<file path="config.mk">
export PLATFORM = sky130hd
export DESIGN_NAME = md_hilo_ctrl_flat
export DESIGN_NICKNAME = d
export VERILOG_FILES = /design/src/rtl/md_pkg.sv /design/src/rtl/md_hilo_ctrl_if.sv /design/src/rtl/md_watchdog.sv /design/src/rtl/md_hilo_ctrl.sv /design/src/flat_wrapper.sv
export SDC_FILE = /design/constraint.sdc
export NUM_CORES = 1
export LEC_CHECK = 0
export ABC_CLOCK_PERIOD_IN_PS = 2900
export CELL_PAD_IN_SITES_DETAIL_PLACEMENT = 1
export CELL_PAD_IN_SITES_GLOBAL_PLACEMENT = 2
export CORE_MARGIN = 8
export CORE_UTILIZATION = 21
export DETAILED_ROUTE_END_ITERATION = 8
export PLACE_DENSITY_LB_ADDON = 0.1
export SLEW_MARGIN = 15
export SYNTH_ARGS = -nofsm -noshare
export SYNTH_HDL_FRONTEND = slang
export SYNTH_SLANG_ARGS = --single-unit
</file>
<file path="constraint.sdc">
create_clock -name clk -period 2.9 [get_ports clk]
set_input_delay 0.58 -clock clk [delete_from_list [all_inputs] [get_ports clk]]
set_output_delay 0.58 -clock clk [all_outputs]
set_load 0.01 [all_outputs]
</file>
<file path="src/rtl/md_pkg.sv">
// Shared types and constants for the HI/LO multiply/divide sequencer.
package md_pkg;

    localparam int unsigned DATA_W = 32;
    localparam int unsigned CS_W   = 2;

    typedef enum logic [2:0] {
        MD_NOP   = 3'd0,
        MD_MULT  = 3'd1,
        MD_MULTU = 3'd2,
        MD_DIV   = 3'd3,
        MD_DIVU  = 3'd4,
        MD_MTHI  = 3'd5,
        MD_MTLO  = 3'd6,
        MD_RSVD  = 3'd7
    } md_op_e;

    typedef enum logic [1:0] {
        ST_IDLE,
        ST_MUL_WAIT,
        ST_DIV_WAIT,
        ST_WRITE
    } md_state_e;

    localparam logic [CS_W-1:0] CS_LO   = 2'b00;
    localparam logic [CS_W-1:0] CS_BOTH = 2'b01;
    localparam logic [CS_W-1:0] CS_RDHI = 2'b10;
    localparam logic [CS_W-1:0] CS_HI   = 2'b11;

    localparam logic [DATA_W-1:0] DIV0_LO = 32'hFFFF_FFFF;

    // Pending HI/LO write: target select plus both data words
    typedef struct packed {
        logic [CS_W-1:0]   cs;
        logic [DATA_W-1:0] hi;
        logic [DATA_W-1:0] lo;
    } hilo_wr_t;

    function automatic logic op_is_signed(input md_op_e op);
        return (op == MD_MULT) || (op == MD_DIV);
    endfunction

endpackage

</file>
<file path="src/rtl/md_hilo_ctrl_if.sv">
// Decode, multiplier, divider and HI/LO signals of the multiply/divide sequencer.
interface md_hilo_ctrl_if;
    import md_pkg::*;

    logic              ena;
    logic              op_valid;
    md_op_e            op;
    logic [DATA_W-1:0] rs_data;
    logic [DATA_W-1:0] rt_data;
    logic              mf_req;
    logic              mf_hi;
    logic              stall;
    logic              md_err;

    logic              mul_start;
    logic              mul_signed;
    logic [DATA_W-1:0] mul_a;
    logic [DATA_W-1:0] mul_b;
    logic              mul_done;
    logic [DATA_W-1:0] mul_hi;
    logic [DATA_W-1:0] mul_lo;

    logic              div_start;
    logic              div_signed;
    logic [DATA_W-1:0] div_a;
    logic [DATA_W-1:0] div_b;
    logic              div_done;
    logic [DATA_W-1:0] div_q;
    logic [DATA_W-1:0] div_r;

    logic              hilo_ena;
    logic              hilo_wena;
    logic              hilo_ready;
    logic [CS_W-1:0]   hilo_cs;
    logic [DATA_W-1:0] hilo_hi;
    logic [DATA_W-1:0] hilo_lo;

    modport master (
        output ena, op_valid, op, rs_data, rt_data, mf_req, mf_hi,
        output mul_done, mul_hi, mul_lo, div_done, div_q, div_r,
        input  stall, md_err, mul_start, mul_signed, mul_a, mul_b,
        input  div_start, div_signed, div_a, div_b,
        input  hilo_ena, hilo_wena, hilo_ready, hilo_cs, hilo_hi, hilo_lo
    );

    modport slave (
        input  ena, op_valid, op, rs_data, rt_data, mf_req, mf_hi,
        input  mul_done, mul_hi, mul_lo, div_done, div_q, div_r,
        output stall, md_err, mul_start, mul_signed, mul_a, mul_b,
        output div_start, div_signed, div_a, div_b,
        output hilo_ena, hilo_wena, hilo_ready, hilo_cs, hilo_hi, hilo_lo
    );

endinterface

</file>
<file path="src/rtl/md_watchdog.sv">
// Wait-cycle counter that flags an expired multiply/divide after TIMEOUT cycles.
module md_watchdog #(
    parameter int unsigned TIMEOUT = 64,
    parameter int unsigned CNT_W   = 7
) (
    input  logic clk,
    input  logic rst,
    input  logic clr,
    input  logic en,
    output logic expired_c
);

    logic [CNT_W-1:0] cnt_q;
    logic [CNT_W-1:0] cnt_d;

    // The clearing cycle is itself the first counted wait cycle
    always_comb begin
        cnt_d = clr ? '0 : cnt_q;
        if (en) begin
            cnt_d = cnt_d + CNT_W'(1);
        end
    end

    assign expired_c = en && !clr && (cnt_q == CNT_W'(TIMEOUT - 1));

    always_ff @(posedge clk) begin
        if (rst) begin
            cnt_q <= '0;
        end else begin
            cnt_q <= cnt_d;
        end
    end

endmodule

</file>
<file path="src/rtl/md_hilo_ctrl.sv">
// Sequences MULT/DIV/MTHI/MTLO into single HI/LO write strobes and stalls decode while busy.
module md_hilo_ctrl
    import md_pkg::*;
#(
    parameter int unsigned TIMEOUT = 64,
    parameter int unsigned CNT_W   = 7
) (
    input  logic          clk,
    input  logic          rst,
    md_hilo_ctrl_if.slave bus
);

    md_state_e         state_q,     state_d;
    logic              mul_start_q, mul_start_d;
    logic              div_start_q, div_start_d;
    logic              sgn_q,       sgn_d;
    logic [DATA_W-1:0] opa_q,       opa_d;
    logic [DATA_W-1:0] opb_q,       opb_d;
    hilo_wr_t          wr_q,        wr_d;
    logic              wena_q,      wena_d;
    logic              md_err_q,    md_err_d;

    logic wd_en_c;
    logic wd_clr_c;
    logic wd_expired_c;

    assign wd_en_c  = bus.ena && ((state_q == ST_MUL_WAIT) || (state_q == ST_DIV_WAIT));
    assign wd_clr_c = wd_en_c && (mul_start_q || div_start_q);

    md_watchdog #(
        .TIMEOUT (TIMEOUT),
        .CNT_W   (CNT_W)
    ) u_watchdog (
        .clk       (clk),
        .rst       (rst),
        .clr       (wd_clr_c),
        .en        (wd_en_c),
        .expired_c (wd_expired_c)
    );

    // Next-state and registered-output logic; done is ignored in the start-pulse cycle
    always_comb begin
        state_d     = state_q;
        mul_start_d = 1'b0;
        div_start_d = 1'b0;
        sgn_d       = sgn_q;
        opa_d       = opa_q;
        opb_d       = opb_q;
        wr_d        = wr_q;
        wena_d      = 1'b0;
        md_err_d    = 1'b0;

        case (state_q)
            ST_IDLE: begin
                if (bus.op_valid) begin
                    case (bus.op)
                        MD_MULT, MD_MULTU: begin
                            opa_d       = bus.rs_data;
                            opb_d       = bus.rt_data;
                            sgn_d       = op_is_signed(bus.op);
                            mul_start_d = 1'b1;
                            state_d     = ST_MUL_WAIT;
                        end
                        MD_DIV, MD_DIVU: begin
                            opa_d = bus.rs_data;
                            opb_d = bus.rt_data;
                            sgn_d = op_is_signed(bus.op);
                            if (bus.rt_data == '0) begin
                                wr_d    = '{cs: CS_BOTH, hi: bus.rs_data, lo: DIV0_LO};
                                wena_d  = 1'b1;
                                state_d = ST_WRITE;
                            end else begin
                                div_start_d = 1'b1;
                                state_d     = ST_DIV_WAIT;
                            end
                        end
                        MD_MTHI: begin
                            wr_d.cs = CS_HI;
                            wr_d.hi = bus.rs_data;
                            wena_d  = 1'b1;
                            state_d = ST_WRITE;
                        end
                        MD_MTLO: begin
                            wr_d.cs = CS_LO;
                            wr_d.lo = bus.rs_data;
                            wena_d  = 1'b1;
                            state_d = ST_WRITE;
                        end
                        default: ;
                    endcase
                end
            end
            ST_MUL_WAIT: begin
                if (!mul_start_q) begin
                    if (bus.mul_done) begin
                        wr_d    = '{cs: CS_BOTH, hi: bus.mul_hi, lo: bus.mul_lo};
                        wena_d  = 1'b1;
                        state_d = ST_WRITE;
                    end else if (wd_expired_c) begin
                        md_err_d = 1'b1;
                        state_d  = ST_IDLE;
                    end
                end
            end
            ST_DIV_WAIT: begin
                if (!div_start_q) begin
                    if (bus.div_done) begin
                        wr_d    = '{cs: CS_BOTH, hi: bus.div_r, lo: bus.div_q};
                        wena_d  = 1'b1;
                        state_d = ST_WRITE;
                    end else if (wd_expired_c) begin
                        md_err_d = 1'b1;
                        state_d  = ST_IDLE;
                    end
                end
            end
            ST_WRITE: begin
                state_d = ST_IDLE;
            end
            default: begin
                state_d = ST_IDLE;
            end
        endcase
    end

    always_ff @(posedge clk) begin
        if (rst) begin
            state_q     <= ST_IDLE;
            mul_start_q <= 1'b0;
            div_start_q <= 1'b0;
            sgn_q       <= 1'b0;
            opa_q       <= '0;
            opb_q       <= '0;
            wr_q        <= '{cs: CS_RDHI, hi: '0, lo: '0};
            wena_q      <= 1'b0;
            md_err_q    <= 1'b0;
        end else if (bus.ena) begin
            state_q     <= state_d;
            mul_start_q <= mul_start_d;
            div_start_q <= div_start_d;
            sgn_q       <= sgn_d;
            opa_q       <= opa_d;
            opb_q       <= opb_d;
            wr_q        <= wr_d;
            wena_q      <= wena_d;
            md_err_q    <= md_err_d;
        end
    end

    assign bus.stall      = (bus.op_valid || bus.mf_req) && (state_q != ST_IDLE);
    assign bus.md_err     = md_err_q;
    assign bus.mul_start  = mul_start_q;
    assign bus.mul_signed = sgn_q;
    assign bus.mul_a      = opa_q;
    assign bus.mul_b      = opb_q;
    assign bus.div_start  = div_start_q;
    assign bus.div_signed = sgn_q;
    assign bus.div_a      = opa_q;
    assign bus.div_b      = opb_q;
    assign bus.hilo_ena   = bus.ena;
    assign bus.hilo_wena  = wena_q && bus.ena;
    assign bus.hilo_ready = wena_q && bus.ena;
    assign bus.hilo_hi    = wr_q.hi;
    assign bus.hilo_lo    = wr_q.lo;

    // Outside WRITE the select follows the MFHI/MFLO read request
    assign bus.hilo_cs = (state_q == ST_WRITE) ? wr_q.cs :
                         ((bus.mf_req && !bus.mf_hi) ? CS_LO : CS_RDHI);

endmodule

</file>
<file path="src/flat_wrapper.sv">
// flat-port wrapper written by rule: the top's interface ports become plain ports
module md_hilo_ctrl_flat import md_pkg::*;
#(
    parameter int unsigned TIMEOUT = 64,
    parameter int unsigned CNT_W   = 7
)
  (clk, rst, bus_ena, bus_op_valid, bus_op, bus_rs_data, bus_rt_data, bus_mf_req, bus_mf_hi, bus_mul_done, bus_mul_hi, bus_mul_lo, bus_div_done, bus_div_q, bus_div_r, bus_stall, bus_md_err, bus_mul_start, bus_mul_signed, bus_mul_a, bus_mul_b, bus_div_start, bus_div_signed, bus_div_a, bus_div_b, bus_hilo_ena, bus_hilo_wena, bus_hilo_ready, bus_hilo_cs, bus_hilo_hi, bus_hilo_lo);
  md_hilo_ctrl_if bus_i ();
  input  logic clk;
  input  logic rst;
  input wire logic [$bits(bus_i.ena)-1:0] bus_ena;
  input wire logic [$bits(bus_i.op_valid)-1:0] bus_op_valid;
  input wire logic [$bits(bus_i.op)-1:0] bus_op;
  input wire logic [$bits(bus_i.rs_data)-1:0] bus_rs_data;
  input wire logic [$bits(bus_i.rt_data)-1:0] bus_rt_data;
  input wire logic [$bits(bus_i.mf_req)-1:0] bus_mf_req;
  input wire logic [$bits(bus_i.mf_hi)-1:0] bus_mf_hi;
  input wire logic [$bits(bus_i.mul_done)-1:0] bus_mul_done;
  input wire logic [$bits(bus_i.mul_hi)-1:0] bus_mul_hi;
  input wire logic [$bits(bus_i.mul_lo)-1:0] bus_mul_lo;
  input wire logic [$bits(bus_i.div_done)-1:0] bus_div_done;
  input wire logic [$bits(bus_i.div_q)-1:0] bus_div_q;
  input wire logic [$bits(bus_i.div_r)-1:0] bus_div_r;
  output wire logic [$bits(bus_i.stall)-1:0] bus_stall;
  output wire logic [$bits(bus_i.md_err)-1:0] bus_md_err;
  output wire logic [$bits(bus_i.mul_start)-1:0] bus_mul_start;
  output wire logic [$bits(bus_i.mul_signed)-1:0] bus_mul_signed;
  output wire logic [$bits(bus_i.mul_a)-1:0] bus_mul_a;
  output wire logic [$bits(bus_i.mul_b)-1:0] bus_mul_b;
  output wire logic [$bits(bus_i.div_start)-1:0] bus_div_start;
  output wire logic [$bits(bus_i.div_signed)-1:0] bus_div_signed;
  output wire logic [$bits(bus_i.div_a)-1:0] bus_div_a;
  output wire logic [$bits(bus_i.div_b)-1:0] bus_div_b;
  output wire logic [$bits(bus_i.hilo_ena)-1:0] bus_hilo_ena;
  output wire logic [$bits(bus_i.hilo_wena)-1:0] bus_hilo_wena;
  output wire logic [$bits(bus_i.hilo_ready)-1:0] bus_hilo_ready;
  output wire logic [$bits(bus_i.hilo_cs)-1:0] bus_hilo_cs;
  output wire logic [$bits(bus_i.hilo_hi)-1:0] bus_hilo_hi;
  output wire logic [$bits(bus_i.hilo_lo)-1:0] bus_hilo_lo;
  assign bus_i.ena = bus_ena;
  assign bus_i.op_valid = bus_op_valid;
  assign bus_i.op = bus_op;
  assign bus_i.rs_data = bus_rs_data;
  assign bus_i.rt_data = bus_rt_data;
  assign bus_i.mf_req = bus_mf_req;
  assign bus_i.mf_hi = bus_mf_hi;
  assign bus_i.mul_done = bus_mul_done;
  assign bus_i.mul_hi = bus_mul_hi;
  assign bus_i.mul_lo = bus_mul_lo;
  assign bus_i.div_done = bus_div_done;
  assign bus_i.div_q = bus_div_q;
  assign bus_i.div_r = bus_div_r;
  assign bus_stall = bus_i.stall;
  assign bus_md_err = bus_i.md_err;
  assign bus_mul_start = bus_i.mul_start;
  assign bus_mul_signed = bus_i.mul_signed;
  assign bus_mul_a = bus_i.mul_a;
  assign bus_mul_b = bus_i.mul_b;
  assign bus_div_start = bus_i.div_start;
  assign bus_div_signed = bus_i.div_signed;
  assign bus_div_a = bus_i.div_a;
  assign bus_div_b = bus_i.div_b;
  assign bus_hilo_ena = bus_i.hilo_ena;
  assign bus_hilo_wena = bus_i.hilo_wena;
  assign bus_hilo_ready = bus_i.hilo_ready;
  assign bus_hilo_cs = bus_i.hilo_cs;
  assign bus_hilo_hi = bus_i.hilo_hi;
  assign bus_hilo_lo = bus_i.hilo_lo;
  md_hilo_ctrl #(.TIMEOUT(TIMEOUT), .CNT_W(CNT_W)) u_core (.clk(clk), .rst(rst), .bus(bus_i));
endmodule
</file>
==> metrics.cfg, run 1 <==
[place]
place_ws_ns = -0.120
gp_congestion = 0.743
dpl.hpwl_um = 29000
post-place-cells = 1788
port_buffers = 405

[synth]
synth_edf_count = 0
synth_xor_area_share_pct = 0.221
yosys.area_share.simple_pct = 17.0
synth_adder_area_share_pct = 0.788
synth_compound_area_share_pct = 28.0
synth_nets = 1266
netlist_instances = 1058
ys.flop_type = dfxtp_1
muxShareOfSynthArea_pct = 0
syn_area_per_cell_um2 = 7.50
synth_top_family_by_area = compound AO/OA/AOI/OAI gates
yosys_warnings = 0
synth-seq-cells = 144
synth-seq-area-share_pct = 36.3
ys_types = 49
syn-cell-area_um2 = 7940
ys_async_sr_fraction_pct = 0

[power_and_ir_drop]
clockPowerShare_pct = 35.4
combPwrFrac_pct = 31.0
pwr_density_cell_nw_per_um2 = 532
sequentialPowerShare_pct = 33.6
fin_total_pwr_w = 0.00658
power.leakage_nw = 4.07
worst_ir_drop_vdd_v = 0.000432
p_int_w = 0.00449
switching_power_w = 0.00209
netSwitchingFraction_pct = 31.7

[cells_and_area]
multi_input_area_um2 = 3730
layout.cells.non_filler = 1820
postLayoutCoreUtil_pct = 33.0
final_cell_mix = clkdlybuf4s50_1, a21oi_1, dfxtp_1
drive_gt1_share_pct = 6.11
syn2layout_area_growth_pct = 55.8
seqCellArea_um2 = 2880
mostFrequentLayoutCell = clkdlybuf4s50_1
diodes = 0
fill_cells = 4408
nNetsFinal = 1504

[floorplanning]
die_h_um = 210
rows = 71
coreArea_um2 = 37500
die-area_um2 = 44300
ios = 406
die_x_um = 210
start_util_pct = 21.2

[clocking]
cts_tree = done
path_clk_slew_ns = 0.06
cts_setup_buffers = 0
clock_path_buffers = 2
cts.sinks = 144
cts_buffers = 17
clock_latency_ns = 0.44
hold_buffers = 0
root_buffer = clkbuf_16
cts_htree_levels = 4
cts-resized-gates = 0

[routing]
ant_nets = 0
first_iter_violations = 336
wl_um = 38200
drtPass1Iterations = 4
drt-wirelength-per-cell_um = 21.0
vias = 8232
drc = 0
routed_via_density = 4.52

[job]
max-cap-violations = 0

[sta]
hold_violations = 0
slew_headroom_pct = 51.2
worst_pin_slew_ns = 0.732
min_period_ns = 2.70
setup_viol = 0
fin_ws_ns = 0.204
rsz0062_at_grt = no
period_share_pct = 93.0
finalClockSkew_ns = 0.00780
slew_viol_final = 0
max_clock_freq_mhz = 371
whs_ns = 0.468

[outcome]
outcome = finished clean

[critical_path]
cp.arrival_ns = 2.12
critPathCaptureType = primary output
crit_type = register to primary output
startpoint = u_core.state_q[0]$_SDFFE_PP0P_
cp.required_ns = 2.32
critPathMaxFanout = 12
r2r-start = u_core.state_q[0]$_SDFFE_PP0P_
ff2ff_setup_slack_ns = 0.31
startpoint_type = register

[hold_path]
hold_class = register to register
hp-start = u_core.bus.md_err$_SDFFE_PP0P_

[global_routing]
grt_pass1_wl_um = 56700
antenna_found_initial = 0
grt_max_degree = 70
overflow = 0
first_global_vias = 8774
grtUsageTotal_pct = 16.7

[sequential cells by signal, summed over array words and instances, names as in the netlist]
name / count
u_core.bus.div_a: 32
u_core.bus.hilo_lo: 32
u_core.bus.div_b: 32
u_core.wr_q: 2
u_core.bus.div_start: 1
u_core.u_watchdog.cnt_q: 7
u_core.wena_q: 1
u_core.bus.div_signed: 1
u_core.state_q: 2
u_core.bus.md_err: 1
u_core.bus.hilo_hi: 32
u_core.bus.mul_start: 1
[cell families after synthesis]
logic type | after synthesis
adder cells (fa/ha/maj) | 5
AND/OR/NAND/NOR | 294
AO/OA/AOI/OAI | 382
buffers and inverters | 231
flip-flops | 144
XOR/XNOR | 2
[layout make-up]
type | count | share of cell area [%]
Clock buffer | 21 | 3.80
Tap cell | 511 | 5.17
Multi-Input combinational cell | 683 | 30.1
Clock inverter | 11 | 1.10
Sequential cell | 144 | 23.3
Timing Repair Buffer | 441 | 36.2
Inverter | 9 | 0.283
[power groups by stage]
stage	clock, W	combinational (W)	sequential (W)
floorplan	0	0.00110	0.00224
global placement	0	0.00209	0.00225
detailed placement	0	0.00210	0.00226
CTS	0.00243	0.00211	0.00221
global route	0.00249	0.00224	0.00223
finish	0.00233	0.00204	0.00221
[metrics by stage]
| step | setup TNS (ns) | cell area, µm² |
|---|---|---|
| floorplan | 0 | 7940 |
| global placement | -2.42 | 11800 |
| detailed placement | -5.37 | 11800 |
| CTS | 0 | 12400 |
| global route | 0 | 12400 |
| finish | 0 | 12400 |
[Yosys cell counts, drive strengths merged, types with 2 or more instances]
master / number / share of area, %
a211oi: 25 / 2.4
a21oi: 222 / 14
a221o: 2 / 0.25
a221oi: 8 / 0.88
a22oi: 57 / 5.4
a311o: 2 / 0.25
a311oi: 3 / 0.41
a31oi: 2 / 0.16
and2: 6 / 0.47
and3: 5 / 0.39
buf: 147 / 14
clkbuf: 75 / 3.6
dfxtp: 144 / 36
ha: 5 / 0.79
inv: 8 / 0.38
nand2: 140 / 6.6
nand2b: 3 / 0.24
nand3: 13 / 0.82
nand3b: 3 / 0.28
nand4: 3 / 0.24
nand4bb: 2 / 0.28
nor2: 57 / 2.7
nor2b: 3 / 0.24
nor3: 6 / 0.38
nor3b: 4 / 0.38
nor4: 8 / 0.63
o211a: 2 / 0.25
o211ai: 3 / 0.28
o21ai: 49 / 3.1
o41ai: 3 / 0.33
or3: 38 / 3.0
[routing by layer]
layer	GRT usage (%)	share of wire [%]
met1	20.5	44
met2	28.0	48
met3	5.32	6.5
met4	4.56	1.4
met5	0	0
[final timing paths]
check                                         to  depth (start not counted)
max reg2reg  u_core.bus.hilo_hi[18]$_SDFFE_PP0P_                          8
max                                    bus_stall                          5
min reg2reg       u_core.bus.md_err$_SDFFE_PP0P_                          2
min               u_core.bus.md_err$_SDFFE_PP0P_                          2
[worst max-delay path, cell delays in order, from the launching register on]
cell and delay [ns]:
dfxtp_1 0.45, inv_1 0.14, ha_1 0.23, buf_4 0.19, nor2_1 0.12, clkdlybuf4s50_1 0.54
Note: power is estimated with default switching activity, not from simulation.
==> run 2, diff against run 1 <==
Settings changed: CTS_CLUSTER_SIZE set to 12.
==> results of run 2 <==
Same layout as run 1: the final DEF is identical, and so are final timing and power.
==> run 3, diff against run 2 <==
Settings changed: ABC_CLOCK_PERIOD_IN_PS 2900 to 2540.
Clock period 2.9 ns to 2.54 ns, I/O delays scaled along.
==> run 3 against run 2 <==
Compared with the run above:
- combinational power is 21% higher
- count of clock-buffer cells in the layout is 7 higher
- register-to-register slack worse by 0.12 ns
- setup slack worse by 0.062 ns
- worst hold slack worse by 0.13 ns
- global-route usage hardly changed
- utilization is 0.87 points higher
- flip-flop and latch count stayed put
- non-clock buffer count is 30 higher
- final area is 2.6% higher
- critical endpoint is now bus_hilo_cs[1]
==> metrics.cfg, run 3 (synthesized netlist as in run 1, its figures left out) <==
[sta]
fin_ws_ns = 0.141
hold_violations = 0
finalClockSkew_ns = 0.00720
worst_pin_slew_ns = 0.467
period_share_pct = 94.4
tns_ns = 0
max_clock_freq_mhz = 417
rsz0062_at_grt = no
min_period_ns = 2.40
setup_viol = 0
slew_headroom_pct = 68.4
slew_viol_final = 0
whs_ns = 0.338

[floorplanning]
rows = 71
die-area_um2 = 44300
start_util_pct = 21.2
die_h_um = 210
ios = 406
die_x_um = 210
coreArea_um2 = 37500

[critical_path]
crit_type = register to primary output
cp.required_ns = 2.03
critPathMaxFanout = 5
startpoint_type = register
reg2regPathDepth = 8
critPathCaptureType = primary output
cp.arrival_ns = 1.89

[outcome]
outcome = finished clean

[global_routing]
first_global_vias = 8971
antenna_found_initial = 1
grt_pass1_wl_um = 57000
grtUsageTotal_pct = 16.8
grt_max_degree = 77
overflow = 0

[place]
dpl.hpwl_um = 29400
place_ws_ns = -0.282
post-place-cells = 1818
gp_congestion = 0.766
port_buffers = 405
dpl_cell_area_um2 = 12100

[clocking]
clock_latency_ns = 0.43
cts_tree = done
hold_buffers = 0
cts.sinks = 144
root_buffer = clkbuf_16
cts_htree_levels = 4
clock_path_buffers = 2
cts_setup_buffers = 0
path_clk_slew_ns = 0.06
cts_buffers = 17

[power_and_ir_drop]
worst_ir_drop_vdd_v = 0.000460
pwr_density_cell_nw_per_um2 = 598
power.leakage_nw = 4.24

[routing]
wl_um = 38400
ant_nets = 0
drtPass1Iterations = 4
drt-wirelength-per-cell_um = 20.8
drc = 0
vias = 8372
routed_via_density = 4.53
first_iter_violations = 335

[cells_and_area]
final_cell_mix = clkdlybuf4s50_1, a21oi_1, dfxtp_1
drive_gt1_share_pct = 8.07
fin_area_um2 = 12700
fill_cells = 4422
mostFrequentLayoutCell = clkdlybuf4s50_1
diodes = 0
syn2layout_area_growth_pct = 60.0
nNetsFinal = 1534
layout.cells.non_filler = 1850

[hold_path]
hold_depth = 2
hold_class = primary input to register

[job]
max-cap-violations = 0

==> run 3: metal layers <==
layer | global-route usage, % | wire, µm | up-vias
met3 | 5.70 | 2850 | 27
met4 | 4.01 | 497 | 2
li1 | - | - | 4130
met2 | 28.1 | 18300 | 258
met5 | 0 | 13 | -
met1 | 20.5 | 16700 | 3955
==> run 3: cell type report <==
| type | count | area (µm²) | share of cell area (%) |
|---|---|---|---|
| timing repair buffer | 471 | 4820 | 38.0 |
| multi-input combinational | 683 | 3730 | 29.4 |
| tap | 511 | 639 | 5.03 |
| clock inverter | 4 | 72.6 | 0.571 |
| sequential | 144 | 2890 | 22.7 |
| inverter | 9 | 35.0 | 0.276 |
| clock buffer | 28 | 517 | 4.07 |
==> run 3: stage by stage <==
step / utilization (%) / total power (W)
after floorplan: - / 0.00381
after global placement: 32.3 / 0.00509
after detailed placement: 32.3 / 0.00510
after CTS: 33.9 / 0.00775
after global routing: 33.9 / 0.00802
final: 33.9 / 0.00759
==> run 3: path summary, 6_finish.rpt <==
kind / start / to / slack, ns
setup / recovery: u_core.state_q[1]$_SDFFE_PP0P_ / bus_hilo_cs[1] / 0.14
hold / removal: rst / u_core.u_watchdog.cnt_q[6]$_SDFF_PP0_ / 0.34
setup reg to reg: u_core.state_q[1]$_SDFFE_PP0P_ / u_core.bus.hilo_hi[15]$_SDFFE_PP0P_ / 0.19
hold reg to reg: u_core.bus.div_a[22]$_SDFFE_PP0P_ / u_core.bus.div_a[22]$_SDFFE_PP0P_ / 0.47
==> run 3: worst max-delay path, stage by stage (launching register included) <==
cell             delay (ns)
dfxtp_2                0.38
ha_1                   0.32
nor3b_1                0.09
a21oi_1                0.12
clkdlybuf4s50_1        0.55
==> run 3: timing repair <==
action,CTS,global route
gates resized for setup,3,1
gates cloned,0,0
endpoints found under the setup margin,1,1
==> run 3: where the power goes <==
group | total (W) | switching (W) | internal [W]
clock | 0.00260 | 0.00102 | 0.00158
combinational | 0.00247 | 0.00127 | 0.00120
sequential | 0.00252 | 0.000104 | 0.00242
